### config.mk
export PLATFORM = sky130hd
export DESIGN_NAME = alu_exec_unit
export DESIGN_NICKNAME = d
export VERILOG_FILES = /design/src/rtl/alu_exec_unit.sv
export SDC_FILE = /design/constraint.sdc
export NUM_CORES = 1
export LEC_CHECK = 0
export ABC_AREA = 0
export CAP_MARGIN = 20
export CORE_UTILIZATION = 60
export DETAILED_ROUTE_END_ITERATION = 8
export PLACE_DENSITY_LB_ADDON = 0.2
export SYNTH_ARGS = -nofsm -noshare
export SYNTH_HDL_FRONTEND = slang
export SYNTH_SLANG_ARGS = --single-unit
### constraint.sdc
create_clock -name clk -period 4.9 [get_ports clk]
set_input_delay 0.735 -clock clk [delete_from_list [all_inputs] [get_ports clk]]
set_output_delay 0.735 -clock clk [all_outputs]
set_load 0.01 [all_outputs]
### src/rtl/alu_exec_unit.sv
// alu_exec_unit
//   Decodes ALUOp/funct and executes the operation with a registered result.
//   Single-cycle ops complete one cycle after accept; multiply runs as an
//   iterative shift-add over WIDTH cycles and returns the low WIDTH bits.
//
//   state | meaning
//   IDLE  | no result pending, ready for a new op
//   MUL   | shift-add multiply in progress, inputs not accepted
//   DONE  | result presented on out_valid, held until out_ready
//
// Ports
//   clk, reset          clock, synchronous active-high reset
//   in_valid/in_ready   operand handshake (alu_op, funct, a, b)
//   out_valid/out_ready result handshake (result, zero, alu_ctrl)
//   busy                unit is not idle
module alu_exec_unit #(
   parameter int WIDTH  = 32,
   parameter int MUL_EN = 1
) (
   input  logic             clk,
   input  logic             reset,
   input  logic             in_valid,
   output logic             in_ready,
   input  logic [1:0]       alu_op,
   input  logic [5:0]       funct,
   input  logic [WIDTH-1:0] a,
   input  logic [WIDTH-1:0] b,
   output logic             out_valid,
   input  logic             out_ready,
   output logic [WIDTH-1:0] result,
   output logic             zero,
   output logic [3:0]       alu_ctrl,
   output logic             busy
);

   localparam int CW = (WIDTH > 2) ? $clog2(WIDTH) : 1;

   localparam logic [3:0] C_AND  = 4'b0000;
   localparam logic [3:0] C_OR   = 4'b0001;
   localparam logic [3:0] C_ADD  = 4'b0010;
   localparam logic [3:0] C_XOR  = 4'b0011;
   localparam logic [3:0] C_SUB  = 4'b0110;
   localparam logic [3:0] C_SLT  = 4'b0111;
   localparam logic [3:0] C_SLTU = 4'b1000;
   localparam logic [3:0] C_MUL  = 4'b1001;
   localparam logic [3:0] C_NOR  = 4'b1100;

   typedef enum logic [1:0] {IDLE, MUL, DONE} state_t;

   state_t           state;
   logic [WIDTH-1:0] mcand;
   logic [WIDTH-1:0] mplier;
   logic [WIDTH-1:0] acc;
   logic [WIDTH-1:0] acc_next;
   logic [CW-1:0]    cnt;
   logic [3:0]       dec_ctrl;
   logic [WIDTH-1:0] op_res;
   logic             accept;

   always_comb begin
      dec_ctrl = C_ADD;
      case (alu_op)
         2'b00: dec_ctrl = C_ADD;
         2'b01: dec_ctrl = C_SUB;
         2'b11: dec_ctrl = C_OR;
         default: begin
            case (funct)
               6'b100000: dec_ctrl = C_ADD;
               6'b100010: dec_ctrl = C_SUB;
               6'b100100: dec_ctrl = C_AND;
               6'b100101: dec_ctrl = C_OR;
               6'b100110: dec_ctrl = C_XOR;
               6'b100111: dec_ctrl = C_NOR;
               6'b101010: dec_ctrl = C_SLT;
               6'b101011: dec_ctrl = C_SLTU;
               6'b011000: dec_ctrl = (MUL_EN != 0) ? C_MUL : C_ADD;
               default:   dec_ctrl = C_ADD;
            endcase
         end
      endcase
   end

   always_comb begin
      op_res = a + b;
      case (dec_ctrl)
         C_SUB:  op_res = a - b;
         C_AND:  op_res = a & b;
         C_OR:   op_res = a | b;
         C_XOR:  op_res = a ^ b;
         C_NOR:  op_res = ~(a | b);
         C_SLT:  op_res = ($signed(a) < $signed(b)) ? WIDTH'(1) : '0;
         C_SLTU: op_res = (a < b) ? WIDTH'(1) : '0;
         default: op_res = a + b;
      endcase
   end

   // DONE can take a new op in the same cycle its result is consumed.
   assign in_ready  = (state == IDLE) || ((state == DONE) && out_ready);
   assign accept    = in_valid && in_ready;
   assign out_valid = (state == DONE);
   assign busy      = (state != IDLE);
   assign zero      = (result == '0);
   assign acc_next  = acc + (mplier[0] ? mcand : '0);

   always_ff @(posedge clk) begin
      if (reset) begin
         state    <= IDLE;
         result   <= '0;
         alu_ctrl <= C_ADD;
         mcand    <= '0;
         mplier   <= '0;
         acc      <= '0;
         cnt      <= '0;
      end else begin
         if (accept) begin
            alu_ctrl <= dec_ctrl;
            if (dec_ctrl == C_MUL) begin
               mcand  <= a;
               mplier <= b;
               acc    <= '0;
               cnt    <= '0;
               state  <= MUL;
            end else begin
               result <= op_res;
               state  <= DONE;
            end
         end else begin
            case (state)
               MUL: begin
                  acc    <= acc_next;
                  mcand  <= mcand << 1;
                  mplier <= mplier >> 1;
                  cnt    <= cnt + 1'b1;
                  // The last iteration's partial product goes straight to result.
                  if (cnt == CW'(WIDTH - 1)) begin
                     result <= acc_next;
                     state  <= DONE;
                  end
               end
               DONE: begin
                  if (out_ready) state <= IDLE;
               end
               default: state <= IDLE;
            endcase
         end
      end
   end

endmodule

### After elaboration in Yosys (flattened, before gate mapping)

Cells that the tools add are included.

* add/sub/neg operators: 4
* $lt $le $gt $ge: 2
* eq/ne operators: 24
* muxes and demuxes: 27
* bitwise logic cells: 4
* reductions and logical operators: 13

Operators with widths (count)
* $mux 32: 14
* $pmux 32 s7: 1
* $add 32x32->32: 2
* $lt 32x32->1: 2
* $eq 6x6->1 const B: 7
* $and 32x32->32: 1
* $logic_not 32->1: 1
* $not 32->32: 1
* $or 32x32->32: 1
* $pmux 4 s8: 1
* $sub 32x32->32: 1
* $xor 32x32->32: 1
* $mux 5: 3
* $eq 4x4->1 const B: 3
* $pmux 4 s3: 1
* $eq 4x3->1 const B: 2
* $mux 2: 4
* $eq 6x5->1 const B: 1
* $reduce_bool 2->1: 3
* $add 5x1->5 const B: 1
* $eq 5x5->1 const B: 1
* $eq 2x1->1 const B: 2
* $eq 2x2->1 const B: 2
* $eq 4x1->1 const B: 1
* other kinds (13): 17

* register bits after elaboration: 139
* bits of input ports: 76
* output and inout port bits: 40
* word-level logic and storage cells: 81

### Depth between registers and ports, before layout

* depth after elaboration: 7
* gate-level depth with buffers: 13
* gate-level depth less buffers: 12

### Least setup slack after synthesis

No wires, ideal clock.

* path kind: input port to flip-flop
* start: in b[1]
* end: reg result[25]
* setup time: 0.131 ns
* arrival: 3.119 ns
* required time: 4.769 ns
* setup slack: 1.650 ns
* stages: 11
* buffers on the path: 0
* cell sequence: inv_1 ha_1 a211o_1 a21o_1 a211o_1 o21bai_1 a21oi_1 a21oi_1 mux2_2 a2111oi_2 nor4_1

* word-level cells in the longest chain between the ends: 4
* elaborated cells between the ends (all ways): 5
* those cells by class: add/sub (2); mux (3)

Ends and longest elaborated chain
* from (decl): line 27 `input logic [WIDTH-1:0] b,`
* $add 32x32->32 or $sub 32x32->32 (tied branches): line 93, 86
* $pmux 32 s7 (*): line 85 `case (dec_ctrl)`
* $mux 32 (*): line 117 `if (dec_ctrl == C_MUL) begin`
* $mux 32 (*): line 115 `if (accept) begin`
* to (signal assigned): line 124 `result <= op_res;`
* to (signal assigned): line 136 `result <= acc_next;`
* to (decl): line 30 `output logic [WIDTH-1:0] result,`

Every way passes the cells marked *; elsewhere a longest branch is shown, timed or not. The select of a mux whose other input is x is not followed.
A chain may end at the register's enable or synchronous reset.

### Final worst setup path

* start: in a[15]
* end: reg result[23]

* word-level cells in the longest chain between the ends: 4
* elaborated cells between the ends (all ways): 5
* those cells by class: add/sub (2); mux (3)

Ends and longest elaborated chain
* from (decl): line 26 `input logic [WIDTH-1:0] a,`
* $add 32x32->32 or $sub 32x32->32 (tied branches): line 93, 86
* $pmux 32 s7 (*): line 85
* $mux 32 (*): line 117
* $mux 32 (*): line 115

Marked as above.

==> metrics.txt <==
# TYPE chip_impl_metric gauge
chip_impl_info{name="most_common_cell_after_layout_fill_and_taps_aside",value="sky130_fd_sc_hd__nand2_1"} 1
chip_impl_metric{name="number_of_storage_elements_in_the_synthesis_netlist",unit=""} 139
chip_impl_info{name="startpoint_type_of_the_worst_setup_path",value="input port"} 1
chip_impl_metric{name="postSynthAreaPerCell",unit="µm²"} 7.20
chip_impl_info{name="setup.worst_path.class",value="input port to register"} 1
chip_impl_metric{name="via_count",unit=""} 14900
chip_impl_info{name="netlist.top_cell.by_area",value="sky130_fd_sc_hd__dfxtp_1"} 1
chip_impl_metric{name="postCtsHoldBufs",unit=""} 0
chip_impl_info{name="clock_tree_from_tritoncts",value="done"} 1
chip_impl_metric{name="std_cell_rows",unit=""} 54
chip_impl_metric{name="post_synthesis_cell_area",unit="µm²"} 13300
chip_impl_metric{name="drt_pre_antenna_iters",unit=""} 5
chip_impl_metric{name="count_of_nets_after_finishing",unit=""} 2104
chip_impl_metric{name="finalClockSkew",unit="ps"} 19.3
chip_impl_metric{name="routed_wire_length_per_instance",unit="µm"} 22.2
chip_impl_metric{name="clkLatencyLatePin",unit="ps"} 440
chip_impl_info{name="grt_setup_unrepaired",value="false"} 1
chip_impl_metric{name="cts.reportedPaths.clkPinSlew",unit="ps"} 70
chip_impl_metric{name="ctsHtreeMaxLevel",unit=""} 4
chip_impl_info{name="ys.flop_type",value="sky130_fd_sc_hd__dfxtp_1"} 1
chip_impl_metric{name="post_cts_buffers",unit=""} 0
chip_impl_metric{name="power.share.sequential",unit="%"} 33.7
chip_impl_metric{name="route.final.wire_length",unit="µm"} 48600
chip_impl_info{name="critical_path.reg2reg.endpoint",value="result[28]"} 1
chip_impl_metric{name="gp_congestion",unit=""} 1.02
chip_impl_metric{name="multi_input_area",unit="µm²"} 9640
chip_impl_info{name="synthTopCellsByArea",value="sky130_fd_sc_hd__dfxtp_1 (21%), sky130_fd_sc_hd__ha_1 (12%), sky130_fd_sc_hd__nand2_1 (6.7%), sky130_fd_sc_hd__nor2_1 (6.3%), sky130_fd_sc_hd__a21oi_1 (4.8%)"} 1
chip_impl_metric{name="area_enclosed_by_the_die_boundary",unit="µm²"} 22800
chip_impl_metric{name="synth_fp_nets",unit=""} 2058
chip_impl_metric{name="grt.overflow.total",unit=""} 0
chip_impl_metric{name="area_share_of_the_leading_cell_type_in_the_synthesized_netlist",unit="%"} 20.9
chip_impl_metric{name="drt-initial-drc-count",unit=""} 1341
chip_impl_metric{name="fillCellCount",unit=""} 1890
chip_impl_metric{name="final_cell_area",unit="µm²"} 15200
chip_impl_metric{name="synth.lib_cells_used.distinct",unit=""} 89
chip_impl_metric{name="min_period_over_period",unit="%"} 84.5
chip_impl_info{name="run_status",value="finished clean"} 1
chip_impl_metric{name="p_int",unit="W"} 0.00226
chip_impl_metric{name="worstHoldPathCells",unit=""} 2
chip_impl_metric{name="dpl_cell_area",unit="µm²"} 14600
chip_impl_info{name="worstHoldPathType",value="register to register"} 1
chip_impl_metric{name="combinationalPowerShare",unit="%"} 28.1
chip_impl_metric{name="post-route-drc-count",unit=""} 0
chip_impl_metric{name="ioPinCount",unit=""} 116
chip_impl_metric{name="netSwitchingPower",unit="W"} 0.00125
chip_impl_info{name="hp-start",value="alu_ctrl[0]"} 1
chip_impl_metric{name="antenna_violating_nets_post_route",unit=""} 0
chip_impl_metric{name="die_width",unit="µm"} 151
chip_impl_metric{name="timing_max_transition_violations_final",unit=""} 0
chip_impl_info{name="layout_common_cells",value="sky130_fd_sc_hd__nand2_1 (238), sky130_fd_sc_hd__nor2_1 (223), sky130_fd_sc_hd__dfxtp_1 (139)"} 1
chip_impl_metric{name="initial_utilization",unit="%"} 61.0
chip_impl_metric{name="floorplan.die.height",unit="µm"} 151
chip_impl_metric{name="synthesis.yosys.warnings",unit=""} 0
chip_impl_metric{name="irDropWorstVdd",unit="µV"} 254
chip_impl_metric{name="power_frac_clock",unit="%"} 38.2
chip_impl_metric{name="timing.reg2reg.worst_path_depth",unit=""} 12
chip_impl_metric{name="final-seq-area",unit="µm²"} 2780
chip_impl_metric{name="via_count_of_the_first_global_routing_pass",unit=""} 13400
chip_impl_metric{name="placeableCoreArea",unit="µm²"} 21800
chip_impl_metric{name="cts.repair.resized",unit=""} 0
chip_impl_metric{name="synthesized_instance_count",unit=""} 1850
chip_impl_metric{name="critical_path_peak_fanout",unit=""} 14
chip_impl_info{name="hold-path-endpoint",value="alu_ctrl[0]"} 1
chip_impl_metric{name="largest_net_degree_at_the_start_of_global_routing",unit=""} 79
chip_impl_metric{name="n_antenna_cell",unit=""} 0
chip_impl_metric{name="cts_inserted_buffers",unit=""} 17
chip_impl_metric{name="postSynth.asyncResetShare",unit="%"} 0
chip_impl_metric{name="report.final.setup_viol",unit=""} 0
chip_impl_metric{name="drt-vias-per-instance",unit=""} 6.80
chip_impl_metric{name="r2r_setup_slack",unit="ps"} 870
chip_impl_metric{name="ys_seq_area_share",unit="%"} 20.9
chip_impl_metric{name="power_leakage",unit="nW"} 6.02
chip_impl_metric{name="synthToLayoutAreaGrowth",unit="%"} 14.2
chip_impl_metric{name="cp.arrival",unit="ps"} 4420
chip_impl_metric{name="grt_util_all_layers",unit="%"} 42.5
chip_impl_metric{name="timing.setup.tns",unit="ps"} 0
chip_impl_metric{name="power.switching_fraction",unit="%"} 35.7
chip_impl_metric{name="worstPathRequired",unit="ps"} 5180
chip_impl_metric{name="whs",unit="ps"} 458
chip_impl_info{name="cts-root-buf",value="sky130_fd_sc_hd__clkbuf_16"} 1
chip_impl_metric{name="final_critical_path_time_including_i_o_delays_and_setup",unit="ps"} 4140
chip_impl_metric{name="power_density",unit="nW/µm²"} 231
chip_impl_metric{name="place.detailed.hpwl",unit="µm"} 35300
chip_impl_info{name="end_kind",value="register"} 1
chip_impl_metric{name="port_buffers",unit=""} 115
chip_impl_metric{name="hold_viol_final",unit=""} 0
chip_impl_metric{name="number_of_flops_mapped_to_enable_cells_by_yosys",unit=""} 0
chip_impl_metric{name="antenna_violations_before_repair",unit=""} 0
chip_impl_metric{name="cts_sinks",unit=""} 139
chip_impl_metric{name="cap_viol_max_count",unit=""} 0
chip_impl_metric{name="grt_pass1_wl",unit="µm"} 74300
chip_impl_metric{name="tightest_slew",unit="ps"} 1000
chip_impl_metric{name="fmaxAchievable",unit="MHz"} 242
chip_impl_metric{name="ctsLongestPathBuffers",unit=""} 2
chip_impl_metric{name="layout-drive-gt1-share",unit="%"} 5.97
chip_impl_info{name="r2r_start",value="mplier[0]"} 1
chip_impl_metric{name="slew-limit-headroom",unit="%"} 33.3
## cells by family (layout without fill, tap and decap cells)
family / Yosys count / in the layout / synth area share (%)
simple gates: 707 / 707 / 24.6
compound gates: 589 / 589 / 31.7
buf+inv: 233 / 292 / 6.96
flops: 139 / 139 / 20.9
fa+ha+maj: 132 / 132 / 12.6
xor+xnor: 44 / 44 / 2.89
mux: 6 / 6 / 0.460
## routing by layer
metal	track usage, %	routed length (µm)
met3	7.41	4480
met2	64.6	20900
met5	0	0
met1	52.4	18900
met4	35.3	4310
## final cells by class
cell class              count  area share [%]
well taps                 280            2.30
inverters                 108            2.67
repair buffers            152            9.46
multi-input cells        1478            63.4
flip-flops and latches    139            18.3
clock buffers              18            2.89
clock inverters            14           0.954
## flip-flops by register name, summed over array words and instances, names as in the netlist
signal	flops
cnt	5
alu_ctrl	4
acc	32
result	32
mplier	32
mcand	32
state	2
## worst max path at each step
stage,start,end,slack (ps)
after floorplan,b[1],result[25],1650
after global placement,a[15],result[23],560
after detailed placement,a[15],result[23],480
after CTS,a[15],result[23],910
after global routing,a[11],result[31],540
final,a[15],result[23],760
## worst max-delay path: stages
cell and delay (ps):
sky130_fd_sc_hd__clkdlybuf4s50_1 580, sky130_fd_sc_hd__inv_1 70, sky130_fd_sc_hd__ha_1 500, sky130_fd_sc_hd__nor3_4 370, sky130_fd_sc_hd__o311ai_1 230, sky130_fd_sc_hd__a2111oi_2 600
sky130_fd_sc_hd__o31ai_2 160, sky130_fd_sc_hd__and2_4 200, sky130_fd_sc_hd__o311ai_0 340, sky130_fd_sc_hd__a21oi_1 110, sky130_fd_sc_hd__o21ai_0 370, sky130_fd_sc_hd__a211oi_1 130
## power groups by stage
stage	Clock (W)	Sequential (W)	Combinational, W
6_report	0.00134	0.00118	0.000987
3_5_place_dp	0	0.00121	0.000953
4_1_cts	0.00134	0.00118	0.000959
5_1_grt	0.00138	0.00119	0.00106
3_3_place_gp	0	0.00121	0.000946
2_1_floorplan	0	0.00121	0.000599
## synthesized netlist by cell type, types with 17 or more instances
library cell               instances
sky130_fd_sc_hd__dfxtp_1         139
sky130_fd_sc_hd__a221oi_1         32
sky130_fd_sc_hd__and2_1           41
sky130_fd_sc_hd__xnor2_1          26
sky130_fd_sc_hd__buf_2            30
sky130_fd_sc_hd__a22oi_1          19
sky130_fd_sc_hd__a21o_1           19
sky130_fd_sc_hd__ha_1            129
sky130_fd_sc_hd__nor3_1           37
sky130_fd_sc_hd__and3_1           19
sky130_fd_sc_hd__clkbuf_1         86
sky130_fd_sc_hd__nand2_1         239
sky130_fd_sc_hd__o21ai_0          92
sky130_fd_sc_hd__a311oi_1         71
sky130_fd_sc_hd__nor2_1          224
sky130_fd_sc_hd__a21oi_1         128
sky130_fd_sc_hd__o21bai_1         19
sky130_fd_sc_hd__o31ai_1          17
sky130_fd_sc_hd__a211oi_1         30
sky130_fd_sc_hd__nor4_1           19
sky130_fd_sc_hd__inv_1           107
sky130_fd_sc_hd__xor2_1           18
sky130_fd_sc_hd__nand3_1          34
sky130_fd_sc_hd__nor2b_1          20
sky130_fd_sc_hd__o211ai_1         27
## per-stage QoR
step / total power (W) / utilization, % / std cells / setup WS (ps)
5_1_grt: 0.00363 / 69.7 / 2189 / 542
3_5_place_dp: 0.00216 / 67.0 / 2157 / 484
6_report: 0.00351 / 69.7 / 2189 / 760
4_1_cts: 0.00348 / 69.7 / 2189 / 915
2_1_floorplan: 0.00181 / - / 1850 / 1650
3_3_place_gp: 0.00215 / 67.0 / 2157 / 564
Note: power is estimated with default switching activity, not from simulation.
